===== config.mk =====
export PLATFORM = sky130hd
export DESIGN_NAME = mem_access_unit
export DESIGN_NICKNAME = d
export VERILOG_FILES = /design/src/rtl/mem_access_unit.sv
export SDC_FILE = /design/constraint.sdc
export NUM_CORES = 1
export LEC_CHECK = 0
export ABC_AREA = 1
export CAP_MARGIN = 30
export CORE_UTILIZATION = 39
export CTS_BUF_LIST = sky130_fd_sc_hd__clkbuf_2
export DETAILED_ROUTE_END_ITERATION = 6
export PLACE_DENSITY = 0.76
export SLEW_MARGIN = 10
export SYNTH_ARGS = -nofsm -noshare
export SYNTH_HDL_FRONTEND = slang
export SYNTH_SLANG_ARGS = --single-unit

===== constraint.sdc =====
create_clock -name clk -period 1.3 [get_ports clk]
set_input_delay 0.26 -clock clk [delete_from_list [all_inputs] [get_ports clk]]
set_output_delay 0.26 -clock clk [all_outputs]
set_load 0.01 [all_outputs]

===== src/rtl/mem_access_unit.sv =====
`default_nettype none
// ============================================================================
// Module      : mem_access_unit
// Description : Load/store sequencer between the CPU execute stage and a
//               word-wide, byte-addressed, big-endian data RAM with a
//               one-cycle registered read port. Adds byte loads
//               (zero-extended) and byte stores (read-modify-write).
//               One request is in flight at a time; req_valid while busy
//               is ignored.
// Ports       : clk, nreset                 clock, synchronous active-low reset
//               req_valid/req_ready         request handshake (ready = idle)
//               req_store, req_byte         operation kind
//               req_addr, req_wdata         byte address, store data
//               resp_valid                  one-cycle completion pulse
//               resp_rdata                  load result, held between loads
//               resp_fault                  misaligned-word fault flag
//               ram_d, ram_ad, ram_we       registered RAM controls
//               ram_q                       RAM read data (1-cycle latency)
// Options     : MAU_ALIGN_CHECK_EN - when defined, misaligned word requests
//               complete immediately with resp_fault = 1 and no RAM access.
// Revision    : 1.0 - initial release
// ============================================================================
module mem_access_unit #(
   parameter int ADDR_WIDTH = 8
) (
   input  logic        clk,
   input  logic        nreset,
   input  logic        req_valid,
   output logic        req_ready,
   input  logic        req_store,
   input  logic        req_byte,
   input  logic [31:0] req_addr,
   input  logic [31:0] req_wdata,
   output logic        resp_valid,
   output logic [31:0] resp_rdata,
   output logic        resp_fault,
   output logic [31:0] ram_d,
   output logic [31:0] ram_ad,
   output logic        ram_we,
   input  logic [31:0] ram_q
);

   localparam logic [2:0] c_IDLE    = 3'd0;
   localparam logic [2:0] c_ISSUE   = 3'd1;
   localparam logic [2:0] c_RD_WAIT = 3'd2;
   localparam logic [2:0] c_WRITE   = 3'd3;
   localparam logic [2:0] c_RESP    = 3'd4;

   localparam logic [31:0] c_ADDR_MASK = (ADDR_WIDTH >= 32) ? 32'hFFFF_FFFF
                                       : ((32'd1 << ADDR_WIDTH) - 32'd1);

   logic [2:0]  r_state;
   logic [2:0]  w_state_nxt;

   // Request fields latched on the accept edge
   logic        r_store;
   logic        r_byte;
   logic [31:0] r_addr;
   logic [7:0]  r_wbyte;

   logic        w_accept;
   logic [31:0] w_addr_m;
   logic        w_fault_req;

   // Next values of the registered outputs
   logic        w_ram_we_nxt;
   logic [31:0] w_ram_d_nxt;
   logic [31:0] w_ram_ad_nxt;
   logic        w_resp_valid_nxt;
   logic [31:0] w_resp_rdata_nxt;
   logic        w_resp_fault_nxt;

   assign req_ready = nreset & (r_state == c_IDLE);
   assign w_accept  = req_valid & req_ready;
   assign w_addr_m  = req_addr & c_ADDR_MASK;

`ifdef MAU_ALIGN_CHECK_EN
   assign w_fault_req = ~req_byte & (req_addr[1:0] != 2'b00);
`else
   assign w_fault_req = 1'b0;
`endif

   // ------------------------------------------------------------------
   // State register
   // ------------------------------------------------------------------
   always_ff @(posedge clk) begin
      if (!nreset) begin
         r_state <= c_IDLE;
      end else begin
         r_state <= w_state_nxt;
      end
   end

   // ------------------------------------------------------------------
   // Next-state logic
   // ------------------------------------------------------------------
   always_comb begin
      w_state_nxt = r_state;
      case (r_state)
         c_IDLE: begin
            if (w_accept) begin
               w_state_nxt = w_fault_req ? c_RESP : c_ISSUE;
            end
         end
         // Word stores finish in one RAM cycle; everything else reads first
         c_ISSUE:   w_state_nxt = (r_store && !r_byte) ? c_RESP : c_RD_WAIT;
         c_RD_WAIT: w_state_nxt = r_store ? c_WRITE : c_RESP;
         c_WRITE:   w_state_nxt = c_RESP;
         c_RESP:    w_state_nxt = c_IDLE;
         default:   w_state_nxt = c_IDLE;
      endcase
   end

   // ------------------------------------------------------------------
   // Output decode: next values for the registered RAM/response outputs.
   // RAM address/data hold their previous values unless a RAM cycle is
   // launched; resp_rdata only changes when a load completes.
   // ------------------------------------------------------------------
   always_comb begin
      w_ram_we_nxt     = 1'b0;
      w_ram_d_nxt      = ram_d;
      w_ram_ad_nxt     = ram_ad;
      w_resp_valid_nxt = 1'b0;
      w_resp_rdata_nxt = resp_rdata;
      w_resp_fault_nxt = 1'b0;
      case (r_state)
         c_IDLE: begin
            if (w_accept) begin
               if (w_fault_req) begin
                  w_resp_valid_nxt = 1'b1;
                  w_resp_fault_nxt = 1'b1;
               end else begin
                  w_ram_ad_nxt = w_addr_m;
                  if (req_store && !req_byte) begin
                     w_ram_we_nxt = 1'b1;
                     w_ram_d_nxt  = req_wdata;
                  end
               end
            end
         end
         c_ISSUE: begin
            if (r_store && !r_byte) begin
               w_resp_valid_nxt = 1'b1;
            end
         end
         c_RD_WAIT: begin
            if (r_store) begin
               // Byte store: merge new top byte with the three bytes just read
               w_ram_we_nxt = 1'b1;
               w_ram_ad_nxt = r_addr;
               w_ram_d_nxt  = {r_wbyte, ram_q[23:0]};
            end else begin
               w_resp_valid_nxt = 1'b1;
               w_resp_rdata_nxt = r_byte ? {24'h0, ram_q[31:24]} : ram_q;
            end
         end
         c_WRITE: begin
            w_resp_valid_nxt = 1'b1;
         end
         default: begin
         end
      endcase
   end

   // ------------------------------------------------------------------
   // Output and request-latch registers. Reset clears ram_we on the reset
   // edge, so an aborted sequence can never write afterwards.
   // ------------------------------------------------------------------
   always_ff @(posedge clk) begin
      if (!nreset) begin
         ram_we     <= 1'b0;
         ram_d      <= 32'h0;
         ram_ad     <= 32'h0;
         resp_valid <= 1'b0;
         resp_rdata <= 32'h0;
         resp_fault <= 1'b0;
         r_store    <= 1'b0;
         r_byte     <= 1'b0;
         r_addr     <= 32'h0;
         r_wbyte    <= 8'h0;
      end else begin
         ram_we     <= w_ram_we_nxt;
         ram_d      <= w_ram_d_nxt;
         ram_ad     <= w_ram_ad_nxt;
         resp_valid <= w_resp_valid_nxt;
         resp_rdata <= w_resp_rdata_nxt;
         resp_fault <= w_resp_fault_nxt;
         if (w_accept) begin
            r_store <= req_store;
            r_byte  <= req_byte;
            r_addr  <= w_addr_m;
            r_wbyte <= req_wdata[7:0];
         end
      end
   end

endmodule
`default_nettype wire


==> flow_metrics.py, run 1 <==
metrics = {
    "run_status": {
        "outcome": "finished, violations left",
        "violations": "design-rule violations, negative setup slack",
    },
    "floorplanning": {
        "die_h_um": 109,
        "num_rows": 38,
        "dieArea_um2": 12000,
        "io_pins": 201,
        "core_um2": 11000,
        "start_util_pct": 40.8,
        "dieWidth_um": 109,
    },
    "setup_path": {
        "crit_arrival_ps": 1480,
        "r2r_cells": 7,
        "r2r_start": "r_state[1]",
        "cp_max_fo": 2,
        "path_delay_family": "flip-flops",
        "cp_cell_sequence": "nor2_4 -> nand2_2 -> nor2_1 -> buf_2",
        "start_kind": "flop",
        "critPathSlowestCell": "dfxtp_2",
        "cp-end-kind": "primary output",
        "path_class": "reg -> out",
        "cp.required_ps": 1040,
        "cp_num_buf_inv": 1,
        "cpPeakStageDelay_ps": 420,
        "regToRegSetupSlack_ps": -290,
        "r2r-end": "ram_d[16]",
    },
    "detailed_routing": {
        "drt-total-wl_um": 18200,
        "drc_errors": 1,
        "final_antenna_net_count": 0,
        "via_per_inst": 5.44,
        "wl_per_cell_um": 18.0,
        "drt-pass1-iter-count": 7,
        "drt_iter0_markers": 539,
        "vias": 5494,
    },
    "final_layout": {
        "drive_gt1_share_pct": 39.9,
        "fin_util_pct": 71.1,
        "multi_input_area_um2": 2420,
        "area.sequential_um2": 2000,
        "design_area_um2": 7850,
        "nFillCells": 758,
        "syn_to_final_growth_pct": 74.3,
        "nets": 965,
    },
    "place": {
        "placed_area_um2": 6110,
        "dp_hpwl_um": 9320,
        "gp_congestion": 0.937,
        "port-buffer-count": 151,
    },
    "min_path": {
        "hold_depth": 6,
        "holdPathEnd": "r_state[0]",
        "hold_start": "nreset",
        "hp-class": "in -> reg",
    },
    "global_route": {
        "overflow": 0,
        "grt_pass1_wl_um": 25800,
        "antenna_found_initial": 1,
        "grt.total_usage_pct": 28.4,
        "grt_max_degree": 67,
        "grt_pass1_vias": 5040,
    },
    "logic_synthesis": {
        "synth.distinct_cells": 21,
        "synth_seq_cells": 95,
        "syn_avg_cell_area_um2": 6.73,
        "syn_inst": 669,
        "syn-cell-area_um2": 4500,
        "yosys_warnings": 0,
        "yosysSeqAreaShare_pct": 42.3,
    },
    "timing": {
        "finClkSkew_ps": 73.5,
        "rsz0062_at_grt": "yes",
        "setup-violations-final": 166,
        "fin_crit_sh_pct": 134,
        "maxSlewViolCount": 0,
        "fin_crit_ps": 1740,
        "relSlewSlack_pct": 52.2,
        "timing_hold_violations_final": 0,
        "worst_pin_slew_ps": 717,
        "fin_ws_ps": -436,
        "fmax_mhz": 576,
    },
    "clocking": {
        "clockBufferDepth": 2,
        "cts_tree": "done",
        "cts.sinks": 95,
        "h-tree-depth": 3,
        "ctsRootBufferMaster": "clkbuf_2",
        "clk_latency_ps": 650,
        "cts_buffers": 9,
        "clk_pin_slew_worst_paths_ps": 330,
        "ctsHoldBuffers": 0,
    },
    "power_and_ir_drop": {
        "p_leak_nw": 3.53,
        "ir_worst_vdd_mv": 0.648,
        "pwr_density_cell_nw_per_um2": 1320,
    },
    "flow_run": {
        "max-cap-violations": 0,
    },
}
[timing repair]
| item | CTS | global route |
|---|---|---|
| setup endpoints to repair | 156 | 170 |
| buffers inserted | 28 | 9 |
| pin swaps | 42 | 21 |
| cloned | 23 | 2 |
| resized for setup | 566 | 55 |
[metrics by stage]
step / instances / power [mW] / setup WS (ps) / hold slack (ps) / setup TNS [ps]
after detailed placement: 934 / 7.02 / -338 / 441 / -17490
after global placement: 934 / 6.93 / -291 / 438 / -14690
after global routing: 1010 / 10.9 / -492 / 108 / -31310
final: 1010 / 10.4 / -436 / 114 / -22120
after floorplan: 693 / 5.58 / 49.6 / 420 / 0
after CTS: 999 / 9.79 / -366 / 127 / -15940
[how the worst max path moves through the flow]
stage | startpoint | endpoint | slack [ps] | depth (start not counted)
6_report | r_state[1] | req_ready | -440 | 4
5_1_grt | r_state[1] | req_ready | -490 | 4
4_1_cts | r_state[1] | req_ready | -370 | 4
3_5_place_dp | req_store | ram_d[15] | -340 | 7
3_3_place_gp | req_store | ram_d[3] | -290 | 7
2_1_floorplan | r_state[0] | ram_d[24] | 50 | 7
[layout make-up]
type / count / area share [%]
Clock inverter: 6 / 0.574
Antenna cell: 1 / 0.0319
Tap cell: 140 / 2.23
Sequential cell: 95 / 25.5
Timing Repair Buffer: 231 / 36.6
Inverter: 74 / 3.64
Clock buffer: 10 / 0.638
Multi-Input combinational cell: 453 / 30.9
[tightest hold or removal path, cell delays in order]
cell and delay [ps]:
buf_2 110, inv_2 90, nor2_4 50, buf_6 110
nand3_1 80, inv_1 40
[per-layer routing]
layer	GRT usage, %	wire [um]	vias to the layer above
met3	4.68	1460	64
met4	14.8	818	0
li1	-	-	2493
met1	35.1	7050	2585
met5	0	0	-
met2	47.4	8870	352
[cell usage after synthesis]
library cell / instances / area (um^2)
buf_2: 23 / 115
nand3_1: 73 / 365
nand2_2: 1 / 6.26
dfxtp_1: 95 / 1900
inv_2: 6 / 22.5
nand4_1: 3 / 18.8
a21oi_1: 78 / 390
buf_4: 29 / 218
inv_1: 67 / 251
conb_1: 1 / 3.75
buf_1: 2 / 7.51
clkbuf_1: 17 / 63.8
clkinv_1: 1 / 3.75
o211ai_1: 1 / 7.51
nand2_1: 139 / 522
o21ai_0: 37 / 185
nand3_2: 2 / 20.0
nor2_2: 4 / 25.0
o21ai_1: 22 / 110
buf_6: 1 / 11.3
nor2_1: 67 / 251
[registers in the layout, summed over array words and instances, names as in the netlist]
signal      count
r_byte          1
ram_d          32
r_wbyte         8
r_addr          8
resp_valid      1
ram_ad          8
r_store         1
ram_we          1
resp_rdata     32
r_state         3
[placed cells by master, fill, tap and decap left out, drive strengths merged]
cell	instances
a21oi	78
buf	152
bufbuf	2
clkbuf	12
clkdlybuf4s50	75
clkinv	4
clkinvlp	2
conb	25
dfxtp	95
diode	1
inv	74
nand2	141
nand3	75
nand4	3
nor2	71
o211ai	1
o21ai	59
[cell families (layout without fill, tap and decap cells)]
family / count (synthesis) / after routing / share of synthesized area, %
AOI/OAI and AO/OA: 138 / 138 / 15.4
buffers and inverters: 146 / 321 / 15.4
DFF: 95 / 95 / 42.3
other: 1 / 26 / 0.0833
and+or+nand+nor: 289 / 290 / 26.9
[power by group]
| part | leakage, nW | internal, mW | switching, mW | total, mW |
|---|---|---|---|---|
| Clock | 0.0562 | 0.266 | 1.10 | 1.37 |
| Sequential | 0.809 | 3.45 | 0.326 | 3.78 |
| Combinational | 2.66 | 2.57 | 2.66 | 5.22 |
(Power assumes the default switching activity.)
==> inputs of run 2 (changes only) <==
==> constraint.sdc (replaced) <==
create_clock -name clk -period 1.3 [get_ports clk]
set_input_delay 0.26 -clock clk [delete_from_list [all_inputs] [get_ports clk]]
set_output_delay 0.26 -clock clk [all_outputs]
set_load 0.005 [all_outputs]
==> flow_metrics.py, run 2 (same netlist as run 1, synthesis figures left out) <==
metrics = {
    "run_status": {
        "outcome": "finished, violations left",
        "violations": "negative setup slack",
    },
    "setup_path": {
        "regToRegSetupSlack_ps": -350,
        "path_class": "reg -> out",
        "cp.required_ps": 1040,
        "start_kind": "flop",
        "cp_max_fo": 2,
        "critPathLaunch": "r_state[1]",
        "r2r_start": "r_state[1]",
        "crit_arrival_ps": 1430,
        "cp-end-kind": "primary output",
    },
    "place": {
        "port-buffer-count": 151,
        "dp_hpwl_um": 9290,
        "gp_congestion": 0.933,
    },
    "detailed_routing": {
        "drt-total-wl_um": 19500,
        "drt_iter0_markers": 410,
        "drc_errors": 0,
        "wl_per_cell_um": 19.2,
        "via_per_inst": 5.46,
        "vias": 5532,
        "drt-pass1-iter-count": 6,
        "final_antenna_net_count": 0,
    },
    "min_path": {
        "hp-class": "in -> reg",
        "hold_start": "nreset",
    },
    "power_and_ir_drop": {
        "p_seq_share_pct": 35.6,
        "switching_share_pct": 40.3,
        "ir_worst_vdd_mv": 0.635,
        "power.internal_mw": 6.26,
        "pwr_density_cell_nw_per_um2": 1300,
        "fin_total_pwr_mw": 10.5,
        "pwr-share-clk_pct": 12.5,
        "switching_power_mw": 4.22,
        "p_leak_nw": 3.56,
        "p_comb_share_pct": 51.9,
    },
    "final_layout": {
        "nets": 969,
        "syn_to_final_growth_pct": 79.3,
        "nFillCells": 726,
        "final_common_cell": "nand2_1",
        "layout_common_cells": "nand2_1 (116), clkdlybuf4s50_1 (75), dfxtp_2 (72)",
        "reg_top3": "ram_d (32), resp_rdata (32)",
        "drive_gt1_share_pct": 47.1,
    },
    "timing": {
        "fin_crit_sh_pct": 130,
        "relSlewSlack_pct": 38.5,
        "finClkSkew_ps": 14.9,
        "rsz0062_at_grt": "yes",
        "setup-violations-final": 163,
        "hold-worst-slack_ps": 178,
        "fin_ws_ps": -386,
        "fin_crit_ps": 1690,
        "worst_pin_slew_ps": 923,
        "fmax_mhz": 593,
        "maxSlewViolCount": 0,
        "timing_hold_violations_final": 0,
    },
    "flow_run": {
        "max-cap-violations": 0,
    },
    "global_route": {
        "overflow": 0,
        "grt.total_usage_pct": 28.1,
        "grt_pass1_vias": 5013,
        "grt_max_degree": 67,
        "grt_pass1_wl_um": 25700,
        "antenna_found_initial": 1,
    },
    "clocking": {
        "clk_latency_ps": 570,
        "clk_pin_slew_worst_paths_ps": 260,
        "ctsHoldBuffers": 0,
        "ctsRootBufferMaster": "clkbuf_2",
        "cts_tree": "done",
        "cts_buffers": 9,
        "cts.sinks": 95,
        "h-tree-depth": 3,
        "clockBufferDepth": 2,
    },
    "floorplanning": {
        "num_rows": 38,
        "core_um2": 11000,
        "die_h_um": 109,
        "dieWidth_um": 109,
        "io_pins": 201,
        "dieArea_um2": 12000,
        "start_util_pct": 40.8,
    },
}
-- run 2: cell types whose count changed in the layout (fill, tap and decap cells not counted), sizes merged --
cell and delta:
clkinv +3, bufbuf +1, inv -2, clkbuf +2
-- run 2: worst max-delay path, stage by stage (launching register included) --
cell,delay [ps]
dfxtp_2,390
nor2_2,110
nand2_1,80
nor2_1,120
buf_2,150
-- run 2: path summary, 6_finish.rpt --
check / endpoint / depth (start not counted)
setup / recovery: req_ready / 4
hold / removal: r_state[0] / 6
setup reg to reg: ram_d[16] / 8
hold reg to reg: r_wbyte[5] / 2
-- run 2: area by class of cell --
cell class              instances  area (um^2)  share of cell area, %
clock inverters                 7         40.0                  0.496
multi-input cells             453         2870                   35.6
repair buffers                235         2650                   32.8
flip-flops and latches         95         2000                   24.8
well taps                     140          175                   2.17
inverters                      74          288                   3.57
diodes                          1         2.50                 0.0310
clock buffers                   9         45.0                  0.558
-- run 2: routing by layer --
metal,vias up,wire (um),track usage (%)
met2,344,9720,47.8
met1,2619,7300,34.0
met3,89,1490,5.04
met4,0,960,14.1
li1,2480,-,-
met5,-,0,0
-- run 2: power by group through the flow --
stage	Combinational, mW	Sequential [mW]	Clock [mW]
floorplan	1.76	3.67	0
global placement	3.12	3.65	0
detailed placement	3.19	3.66	0
CTS	4.37	3.69	1.25
global route	5.75	3.77	1.41
finish	5.44	3.73	1.30
-- run 2: timing repair --
| action | in CTS | in global routing |
|---|---|---|
| gates cloned | 19 | 6 |
| endpoints found under the setup margin | 165 | 169 |
| resized for setup | 556 | 143 |
| buffers inserted | 21 | 28 |
| pin swaps | 41 | 51 |
-- run 2: through the flow --
step	TNS (ps)	area [um^2]	instances	utilization (%)	worst slack (ps)
after floorplan	0	4590	693	-	49.6
after global placement	-13280	6090	933	55.2	-293
after detailed placement	-15960	6090	933	55.2	-338
after CTS	-12740	7170	986	65.0	-335
after global routing	-25170	8070	1014	73.1	-494
final	-16640	8070	1014	73.1	-386
==> inputs of run 3 (changes only) <==
SETUP_SLACK_MARGIN = 0.4   (was not set)
==> flow_metrics.py, run 3 (same netlist as run 1, synthesis figures left out) <==
metrics = {
    "run_status": {
        "outcome": "finished, violations left",
        "violations": "negative setup slack",
    },
    "final_layout": {
        "nFillCells": 654,
        "drive_gt1_share_pct": 49.2,
        "syn_to_final_growth_pct": 86.5,
        "final_common_cell": "nand2_1",
        "design_area_um2": 8390,
        "nets": 982,
        "layout_common_cells": "nand2_1 (108), clkdlybuf4s50_1 (75), dfxtp_2 (73)",
        "reg_top3": "ram_d (32), resp_rdata (32)",
    },
    "floorplanning": {
        "io_pins": 201,
        "start_util_pct": 40.8,
        "core_um2": 11000,
        "die_h_um": 109,
        "dieArea_um2": 12000,
        "num_rows": 38,
        "dieWidth_um": 109,
    },
    "setup_path": {
        "start_kind": "flop",
        "critPathLaunch": "r_state[0]",
        "cp-end-kind": "flop",
        "path_class": "reg -> reg",
        "regToRegSetupSlack_ps": -490,
        "r2r_start": "r_state[0]",
        "crit_arrival_ps": 2270,
        "r2r-end": "ram_d[6]",
        "cp_max_fo": 6,
        "r2r_cells": 10,
        "cp.required_ps": 1780,
        "crit_end": "ram_d[6]",
    },
    "timing": {
        "fmax_mhz": 559,
        "timing_hold_violations_final": 0,
        "rsz0062_at_grt": "yes",
        "fin_ws_ps": -489,
        "fin_crit_ps": 1790,
        "relSlewSlack_pct": 54.5,
        "setup-violations-final": 167,
        "fin_crit_sh_pct": 138,
        "finClkSkew_ps": 36.9,
        "maxSlewViolCount": 0,
        "worst_pin_slew_ps": 683,
    },
    "global_route": {
        "antenna_found_initial": 2,
        "grt_pass1_wl_um": 25300,
        "top_usage_layer": "met2",
        "grt.total_usage_pct": 27.8,
        "use_met2_pct": 47.5,
        "overflow": 0,
        "grt_use_met1_pct": 33.1,
        "grt_max_degree": 67,
        "grt_pass1_vias": 5090,
        "grt_use_met3_pct": 5.33,
    },
    "flow_run": {
        "max-cap-violations": 0,
    },
    "detailed_routing": {
        "wl_per_cell_um": 20.5,
        "final_antenna_net_count": 0,
        "drt-pass1-iter-count": 5,
        "drc_errors": 0,
        "vias": 5816,
        "drt_iter0_markers": 575,
        "drt-total-wl_um": 21100,
        "via_per_inst": 5.66,
    },
    "clocking": {
        "ctsRootBufferMaster": "clkbuf_2",
        "cts.sinks": 95,
        "clk_latency_ps": 590,
        "h-tree-depth": 3,
        "cts_tree": "done",
        "cts_buffers": 9,
        "clk_pin_slew_worst_paths_ps": 270,
        "clockBufferDepth": 2,
    },
    "power_and_ir_drop": {
        "pwr_density_cell_nw_per_um2": 1360,
        "p_leak_nw": 3.83,
        "fin_total_pwr_mw": 11.4,
        "ir_worst_vdd_mv": 0.671,
    },
    "place": {
        "dp_hpwl_um": 9410,
        "gp_congestion": 0.842,
        "port-buffer-count": 151,
        "placed_area_um2": 6210,
    },
    "min_path": {
        "hp-class": "in -> reg",
    },
}
## run 3: power breakdown
| group | internal (mW) | switching (mW) | leakage, nW |
|---|---|---|---|
| sequential | 3.45 | 0.298 | 0.809 |
| clock | 0.831 | 1.11 | 0.0902 |
| combinational | 2.76 | 2.92 | 2.93 |
## run 3: worst min-delay path by stage
| stage | from | end | slack (ps) | depth (start not counted) |
|---|---|---|---|---|
| global placement | r_wbyte[2] | r_wbyte[2] | 440 | 2 |
| global route | nreset | r_state[0] | 100 | 5 |
| finish | nreset | r_state[0] | 110 | 5 |
| floorplan | ram_q[8] | resp_rdata[8] | 420 | 2 |
| CTS | nreset | r_state[0] | 30 | 5 |
| detailed placement | r_addr[5] | r_addr[5] | 440 | 2 |
## run 3: stage by stage
| stage | utilization (%) | setup WS, ps | hold WS [ps] | TNS, ps | cells |
|---|---|---|---|---|---|
| 4_1_cts | 67.2 | -351 | 30.0 | -17860 | 1002 |
| 3_3_place_gp | 56.3 | -301 | 439 | -13830 | 940 |
| 2_1_floorplan | - | 130 | 420 | 0 | 693 |
| 6_report | 76.1 | -489 | 108 | -32280 | 1028 |
| 5_1_grt | 76.1 | -514 | 98.4 | -38550 | 1028 |
| 3_5_place_dp | 56.3 | -365 | 442 | -16340 | 940 |
## run 3: per-layer routing
layer	vias up	wire, um	part of all wire [%]
met4	0	1350	6.4
li1	2524	-	-
met2	430	10400	49
met1	2742	7550	36
met5	-	0	0
met3	120	1750	8.3
## run 3: what timing repair did
action | CTS | global route
hold buffers | 0 | 0
pin swaps | 41 | 67
endpoints found under the setup margin | 170 | 170
resized for setup | 530 | 146
setup buffers | 26 | 17
cloned | 20 | 7
## run 3: cell type report
cell class / count / area (um^2) / share of cell area, %
clock buffers: 9 / 45.0 / 0.537
clock inverters: 7 / 119 / 1.42
diodes: 2 / 5.00 / 0.0596
multi-input cells: 452 / 2850 / 34.0
repair buffers: 249 / 2910 / 34.6
flip-flops and latches: 95 / 2000 / 23.8
well taps: 140 / 175 / 2.09
inverters: 74 / 290 / 3.46
## run 3: critical path: stages, from the launching register on
cell	delay (ps)
dfxtp_4	420
buf_4	130
buf_6	120
inv_6	60
nand3_4	100
buf_12	160
buf_12	130
clkbuf_16	160
o21ai_2	140
a21oi_2	60
nor2_1	210
